## src/rtl/complex_sched_pkg.sv

```systemverilog
// complex_sched_pkg: shared types and constants for the complex multiplier scheduler
package complex_sched_pkg;
  typedef enum logic [1:0] {RUN, DRAIN, DONE} state_t;
  localparam int DEF_LAT = 12;
  function automatic int id_w(input int n);
    return (n > 1) ? $clog2(n) : 1;
  endfunction
endpackage

```

## src/rtl/rr_arbiter.sv

```systemverilog
// rr_arbiter: combinational round-robin pick of the first request at or after ptr
module rr_arbiter #(
  parameter int NREQ = 2,
  parameter int IDW  = 1
) (
  input  logic [NREQ-1:0] req,
  input  logic [IDW-1:0]  ptr,
  output logic [NREQ-1:0] grant,
  output logic [IDW-1:0]  grant_id,
  output logic            any
);
  logic [IDW-1:0] w_idx;
  // Scan from farthest to nearest so the closest request to ptr wins
  always_comb begin
    grant    = '0;
    grant_id = '0;
    any      = 1'b0;
    w_idx    = '0;
    for (int k = NREQ - 1; k >= 0; k--) begin
      w_idx = IDW'((int'(ptr) + k) % NREQ);
      if (req[w_idx]) begin
        grant        = '0;
        grant[w_idx] = 1'b1;
        grant_id     = w_idx;
        any          = 1'b1;
      end
    end
  end
endmodule

```

## src/rtl/complex_mult_sched.sv

```systemverilog
// complex_mult_sched: round-robin sharing of one pipelined complex multiplier,
// with ID tagging through the pipe, ce-based backpressure and flush/drain.
module complex_mult_sched
  import complex_sched_pkg::*;
#(
  parameter int NREQ = 2,
  parameter int LAT  = DEF_LAT,
  parameter int IDW  = id_w(NREQ)
) (
  input  logic                     clk,
  input  logic                     rst_n,
  input  logic [NREQ-1:0]          req_valid,
  output logic [NREQ-1:0]          req_ready,
  input  logic [NREQ*64-1:0]       req_a,
  input  logic [NREQ*64-1:0]       req_b,
  output logic [63:0]              mul_a,
  output logic [63:0]              mul_b,
  output logic                     mul_ce,
  input  logic [63:0]              mul_result,
  output logic                     out_valid,
  input  logic                     out_ready,
  output logic [63:0]              out_data,
  output logic [IDW-1:0]           out_id,
  input  logic                     flush,
  output logic                     flush_done,
  output logic                     busy,
  output logic [$clog2(LAT+1)-1:0] inflight
);
  localparam int CW = $clog2(LAT + 1);
  state_t                   r_state, w_state_nxt;
  logic [IDW-1:0]           r_ptr;
  logic [LAT-1:0]           r_vld;
  logic [LAT-1:0][IDW-1:0]  r_id;
  logic [CW-1:0]            r_inflight;
  logic [NREQ-1:0]          w_grant;
  logic [IDW-1:0]           w_gid;
  logic                     w_any, w_run, w_issue, w_pop;

  rr_arbiter #(.NREQ(NREQ), .IDW(IDW)) u_arb (
    .req(req_valid), .ptr(r_ptr), .grant(w_grant), .grant_id(w_gid), .any(w_any)
  );

  assign out_valid  = r_vld[LAT-1];
  assign out_id     = r_id[LAT-1];
  assign out_data   = mul_result;
  assign mul_ce     = ~(out_valid & ~out_ready);
  assign w_run      = (r_state == RUN);
  assign w_issue    = w_any & mul_ce & w_run;
  assign w_pop      = out_valid & out_ready;
  assign req_ready  = w_grant & {NREQ{mul_ce & w_run}};
  assign mul_a      = w_any ? req_a[64*w_gid +: 64] : 64'h0;
  assign mul_b      = w_any ? req_b[64*w_gid +: 64] : 64'h0;
  assign inflight   = r_inflight;
  assign flush_done = (r_state == DONE);
  assign busy       = (r_inflight != '0) | ~w_run;

  always_comb
    w_state_nxt = (r_state == RUN)   ? (flush ? DRAIN : RUN) :
                  (r_state == DRAIN) ? ((r_inflight == '0) ? DONE : DRAIN) : RUN;

  // Tags move in lockstep with the multiplier, so a stalled head freezes all of them
  always_ff @(posedge clk or negedge rst_n) begin
    if (!rst_n) begin
      r_vld <= '0;
      r_id  <= '0;
    end else if (mul_ce) begin
      r_vld <= {r_vld[LAT-2:0], w_issue};
      r_id  <= {r_id[LAT-2:0], w_gid};
    end
  end

  always_ff @(posedge clk or negedge rst_n) begin
    if (!rst_n) begin
      r_state    <= RUN;
      r_ptr      <= '0;
      r_inflight <= '0;
    end else begin
      r_state    <= w_state_nxt;
      r_inflight <= r_inflight + CW'(w_issue) - CW'(w_pop);
      if (w_issue) r_ptr <= IDW'((int'(w_gid) + 1) % NREQ);
    end
  end
endmodule

```

## config.mk

```make
export PLATFORM = sky130hd
export DESIGN_NAME = complex_mult_sched
export DESIGN_NICKNAME = d
export VERILOG_FILES = /design/src/rtl/complex_sched_pkg.sv /design/src/rtl/rr_arbiter.sv /design/src/rtl/complex_mult_sched.sv
export SDC_FILE = /design/constraint.sdc
export NUM_CORES = 1
export LEC_CHECK = 0
export ABC_AREA = 0
export BUFFER_PORTS_ARGS = -buffer_cell sky130_fd_sc_hd__buf_4
export CELL_PAD_IN_SITES_DETAIL_PLACEMENT = 1
export CELL_PAD_IN_SITES_GLOBAL_PLACEMENT = 2
export CORE_AREA = 3 3 205 207
export CTS_CLUSTER_SIZE = 25
export DETAILED_ROUTE_END_ITERATION = 8
export DIE_AREA = 0 0 208 210
export PLACE_DENSITY = 0.62
export SLEW_MARGIN = 20
export SYNTH_ARGS = -nofsm -noshare
export SYNTH_HDL_FRONTEND = slang
export SYNTH_SLANG_ARGS = --single-unit
```

## constraint.sdc

```tcl
create_clock -name clk -period 4.35 [get_ports clk]
set_input_delay 1.0875 -clock clk [delete_from_list [all_inputs] [get_ports clk]]
set_output_delay 1.0875 -clock clk [all_outputs]
set_load 0.01 [all_outputs]
```

==> results of run 1 <==
==> state kept, by name, indices dropped and copies added (netlist names) <==
| signal | cells |
|---|---|
| r_id | 11 |
| r_vld | 12 |
| r_ptr | 1 |
| out_id | 1 |
| inflight | 4 |
| r_state | 2 |
==> kinds of logic after synthesis <==
group                      synth area share
buffers and inverters                 0.288
and+or+nand+nor                       0.189
muxes                                 0.302
DFF                                   0.183
AOI/OAI and AO/OA                    0.0145
adders and majority gates            0.0195
xor gates and xnor gates            0.00413
==> worst paths after layout <==
path,start,endpoint,slack (ns)
max,req_valid[0],mul_b[6],0.84
min,r_id[9],r_id[9],0.46
max reg2reg,r_vld[11],inflight[2],1.96
min reg2reg,r_id[9],r_id[9],0.46
max in group asynchronous,rst_n,r_id[0],3.30
min in group asynchronous,rst_n,inflight[1],0.75
==> final cells by class <==
cell class | count | area, µm² | share of cell area
inverter | 137 | 514 | 0.0684
clock buffer | 6 | 139 | 0.0185
sequential | 31 | 776 | 0.103
clock inverter | 2 | 35.0 | 0.00466
timing repair buffer | 411 | 3140 | 0.417
tap | 532 | 666 | 0.0886
multi-input combinational | 352 | 2250 | 0.299
==> layout by cell type, fill, tap and decap left out, types with 2 or more instances in the layout <==
master,instances
inv_1,136
buf_4,407
a21oi_1,2
nor2_1,3
nor2b_1,2
mux2i_1,128
clkbuf_16,5
buf_12,4
a31oi_1,2
dfrtp_1,31
ha_1,5
nand2_1,194
==> critical path, cell delays in order <==
cell and delay [ns]:
buf_4 0.10, inv_2 0.04, o21ai_4 0.20, buf_12 0.28
buf_12 0.29, mux2i_1 0.24, buf_4 0.15
==> through the flow <==
stage	utilization	cell area [µm²]	setup slack, ns	hold slack [ns]
6_report	0.185	7520	0.836	0.465
5_1_grt	0.185	7520	0.686	0.491
4_1_cts	0.185	7520	0.775	0.468
3_5_place_dp	0.181	7340	0.787	0.455
3_3_place_gp	0.181	7340	0.819	0.440
2_1_floorplan	-	4240	1.19	0.430
==> routing by layer <==
metal / vias up / GRT usage
li1: 2415 / -
met1: 2231 / 0.103
met2: 206 / 0.176
met3: 22 / 0.0304
met4: 0 / 0.0119
met5: - / 0
==> report_power, final <==
part / leakage (nW) / switching, W / total, W / internal, W
combinational: 4.20 / 0.000610 / 0.00129 / 0.000679
sequential: 0.394 / 0.0000838 / 0.000492 / 0.000408
clock: 0.0868 / 0.000126 / 0.000410 / 0.000284
total: 4.68 / 0.000820 / 0.00219 / 0.00137
==> results.md, run 1 <==
- Postcts setup bufs: 0
- GRT Total Usage: 0.0925
- Detail Route Antenna Nets: 0
- Register area share after synthesis: 0.183
- Status: finished, final reports clean
- # clock sinks: 31
- Max Slew Vio Count: 0
- Core area: approximately 40,000 µm²
- Prevailing post-synth register cell: dfrtp_1
- FF+latch count, synth: 31
- Top cell type's share of synthesized area: 0.302
- Via density: 3.31
- Fmax: about 280 MHz
- Leak Pwr: 4.68 nW
- Resized Gates After CTS: 0
- Power Total: 0.00219 W
- Largest net degree at the start of global routing: 132
- PortBufs: 400
- Syn avg cell area: 6.86 µm²
- Crit path DAT: 2.43 ns
- Crit. End Element: output port
- Clock Pin Slew Worst Setup and Hold Paths: 0.05 ns
- ANT cells: 0
- Synth top cells by count: nand2_1 (194), inv_1 (136), mux2i_1 (128)
- Die Wd: 208 µm
- WL met3: ~1700 µm
- Dpl hpwl: roughly 18,000 µm
- Die area: 43,700 µm²
- RSZ-0062 raised after global routing: false
- Met2 wire length: between 10,000 and 15,000 µm
- Htree depth: 2
- Placed insts: 1,463
- Ys async rst share: 1.00
- Final setup violation count: 0
- Max_cap viols: 0
- Synth cell types: 30
- Post-Layout Cell Count: 1,471
- I/O Pins: 529
- DRT met1 WL: between 8000 and 9000 µm
- CTS tree: built
- Starting Density: 0.105
- Rows: between 70 and 80
- Die boundary height: ~210 µm
- Max VDD drop: 0.136 mV
- WS Path Type: input pin to output port
- Vias: 4,874
- Pwr per Cell Area: 292 nW/µm²
- Global route total overflow: 0
- Max clock buf depth: 2
- GP Congestion: 0.778
- Clock Tree Root: clkbuf_16
- Synth Net Count: 950
- Clk_lat worst skew: 0.28 ns
- Minimum clock period: 3.51 ns
- Most common cell in the netlist: nand2_1
- Fin crit share: 0.808
- Final Hold Viols: 0
- DR iter-0 viols: 175
- Synth area leader: mux2i_1
- Worst-Margin Slew: between 0.6 and 0.7 ns
- Global-route wire length before repair: 32,000 µm
- Hold_buf cts: 0
- Skew final: a little under 0.004 ns
- Startpoint Class: input pin
- Nets: 1,270
- Hold crit path type: flop to flop
- Cell Area, Synth: 4240 µm²
- Vias in the first global route: 5,447
- DR WL/cell: 14.7 µm
- CP required: 3.26 ns
- P&R area growth vs syn: 77.2%
- Relative slew slack: 0.571
- R2r worst-path depth: 10
- Num CTS Buffers: 5
- Number of synthesized flops with an enable pin: 0
- Fin Setup TNS: 0 ns
- # fillers: 5,037
- Synth Instances: 618
- Total wire length: 21,600 µm
- Synth top area cells: mux2i_1 (30%), dfrtp_1 (18%), nand2_1 (17%)
- Min-Delay Path Depth: 2
- DRC: 0
- Worst-path fanout max: 35
- Top sig layer: met4
- Ratio of cells with drive above 1 in the final layout: 0.449
- Number of synthesis warnings: 0
- DR pass1 iterations: 4
- Initial antenna violation count: 0
Note: power is estimated with default switching activity, not from simulation.
==> inputs of run 2 (changes only) <==
- CORE_AREA: 3 3 205 207 -> 3 3 206 208
- DIE_AREA: 0 0 208 210 -> 0 0 209 211
- clock period: 4.35 -> 3.3 ns (I/O delays scaled with it)
==> results.md, run 2 (synthesis results as in run 1) <==
- Minimum clock period: 3.08 ns
- CTS tree: built
- Leak Pwr: 4.69 nW (+0.10%)
- Hold_buf cts: 0 (unchanged)
- ANT cells: 0 (unchanged)
- Worst-path fanout max: 17 (-51%)
- Initial antenna violation count: 0 (unchanged)
- Die area: 44,100 µm² (+0.96%)
- Postcts setup bufs: 0 (unchanged)
- Hold crit path type: flop to flop
- Largest register FFs: 12 (unchanged)
- Fmax: between 300 and 400 MHz
- Top sig layer: met4
- WL met3: 1560 µm (-10%)
- Switching power of the nets: 0.00106 W (+29%)
- Logic pwr share: 0.614 (+0.026)
- Cell Int Power: 0.00172 W (+26%)
- RSZ-0062 raised after global routing: false
- Worst slack, placed: 0.228 ns (-0.559 ns)
- Global route total overflow: 0 (unchanged)
- PortBufs: 400 (unchanged)
- Die boundary height: 211 µm (+0.48%)
- P&R area growth vs syn: 77.5%
- Vias in the first global route: 5,346 (-1.9%)
- Max Slew Vio Count: 0 (unchanged)
- Switching share of total power: 0.380 (+0.00552)
- DR iter-0 viols: 125 (-29%)
- Min-delay src: r_id[6]
- Most frequent cells in the layout: buf_4 (408), nand2_1 (194), inv_1 (136), mux2i_1 (128), dfrtp_1 (31)
- Num CTS Buffers: 5 (unchanged)
- Clock Pin Slew Worst Setup and Hold Paths: 0.05 ns (about the same)
- WS Path Type: input pin to output port
- Clk network pwr share: 0.155 (-0.032)
- Skew final: 0.00446 ns (+0.000600 ns)
- Crit path DAT: 2.25 ns (-0.18 ns)
- Final instance area: 7530 µm² (+0.15%)
- # clock sinks: 31 (unchanged)
- Final WS setup: 0.222 ns (-0.614 ns)
- Starting Density: 0.104 (-0.000475)
- Met2 wire length: 10,700 µm (-6.0%)
- Total wire length: 20,700 µm (-4.2%)
- Final setup violation count: 0 (unchanged)
- Vias: 4,909 (+0.72%)
- Min-Delay Path Depth: 2 (unchanged)
- Via density: 3.33 (+0.51%)
- Startpoint Class: input pin
- Worst R2R Setup Slack: 1.03 ns (-0.93 ns)
- Die Wd: 209 µm (+0.48%)
- Rows: 74 (unchanged)
- DRC: 0 (unchanged)
- Crit. End Element: output port
- GRT Total Usage: 0.0868 (-0.00575)
- Dpl hpwl: 17,800 µm (-3.2%)
- WHS Endpoint: r_id[6]
- GP Congestion: 0.754 (-3.1%)
- Reg2Reg Launch Point: r_vld[11]
- Detail Route Antenna Nets: 0 (unchanged)
- Clk_lat worst skew: 0.27 ns (about the same)
- CP required: 2.47 ns (-0.79 ns)
- Pwr per Cell Area: 369 nW/µm² (+27%)
- DR WL/cell: 14.1 µm (-4.4%)
- Largest reg by FF count: r_vld
- Global-route wire length before repair: 30,600 µm (-4.4%)
- Sequential power share: 0.232 (+0.008)
- End-of-flow core utilization: 0.185 (-0.000566)
- Max VDD drop: 0.172 mV (+27%)
- Fin Setup TNS: 0 ns (unchanged)
- Ratio of cells with drive above 1 in the final layout: 0.449 (about the same)
- Most common cell after layout, fill and taps aside: buf_4
- R2r worst-path depth: 9 (-1)
- Status: finished, final reports clean
- Max_cap viols: 0 (unchanged)
- Largest net degree at the start of global routing: 87 (-34%)
- DRT met1 WL: 8120 µm (-1.3%)
- Clock Tree Root: clkbuf_16
- Fin crit share: 0.933
- Relative slew slack: 0.696 (+0.125)
- Nets: 1,273 (+0.24%)
- DR pass1 iterations: 4 (unchanged)
- Htree depth: 2 (unchanged)
- Core area: 40,700 µm² (+0.46%)
- Resized Gates After CTS: 0 (unchanged)
- Final Hold Viols: 0 (unchanged)
- # fillers: 5,057 (+0.40%)
- Max clock buf depth: 2 (unchanged)
- Worst-Margin Slew: 0.456 ns (-0.187 ns)
- Worst r2r dst: inflight[2]
- I/O Pins: 529 (unchanged)
- Cell Area, Placed: 7390 µm² (+0.65%)
run 2: changes by cell type in the layout (fill, tap and decap cells not counted), sizes merged:
cell,previous run,this run
buf,411,414
bufinv,1,0
clkbuf,6,7
run 2: routing by layer:
metal,GRT usage,vias up
met5,0,-
met4,0.0157,0
met3,0.0254,23
met2,0.159,216
met1,0.102,2245
li1,-,2425
run 2: final cells by class:
cell class                 instances  area, µm²  area share
timing repair buffer             414       3180       0.423
sequential                        31        776       0.103
clock buffer                       7        133      0.0176
inverter                         137        514      0.0683
tap                              532        666      0.0884
multi-input combinational        352       2250       0.299
clock inverter                     1       5.00    0.000665
run 2: worst max path at each step:
| stage | endpoint | slack [ns] | depth (start not counted) | startpoint |
|---|---|---|---|---|
| 6_report | mul_b[25] | 0.22 | 7 | req_valid[0] |
| 5_1_grt | mul_b[25] | 0.17 | 7 | req_valid[0] |
| 4_1_cts | mul_b[25] | 0.22 | 7 | req_valid[0] |
| 3_5_place_dp | mul_b[25] | 0.23 | 7 | req_valid[0] |
| 3_3_place_gp | mul_b[25] | 0.21 | 7 | req_valid[0] |
| 2_1_floorplan | mul_a[28] | 0.66 | 6 | req_valid[0] |
run 2: metrics by stage:
stage | instances | hold WS [ns] | total power, W
after floorplan | 618 | 0.430 | 0.00159
after global placement | 1466 | 0.446 | 0.00238
after detailed placement | 1466 | 0.455 | 0.00239
after CTS | 1474 | 0.467 | 0.00285
after global routing | 1474 | 0.487 | 0.00302
final | 1474 | 0.462 | 0.00278
run 2: worst max-delay path, stage by stage:
cell	delay (ns)
buf_4	0.12
inv_2	0.05
o21ai_4	0.20
buf_12	0.20
buf_4	0.26
mux2i_1	0.36
buf_4	0.19
run 2: power by group through the flow:
stage / sequential [W] / clock [W] / combinational [W]
after CTS: 0.000645 / 0.000452 / 0.00176
after detailed placement: 0.000650 / 0 / 0.00174
after global placement: 0.000646 / 0 / 0.00173
final: 0.000644 / 0.000431 / 0.00171
after global routing: 0.000665 / 0.000468 / 0.00189
after floorplan: 0.000638 / 0 / 0.000955
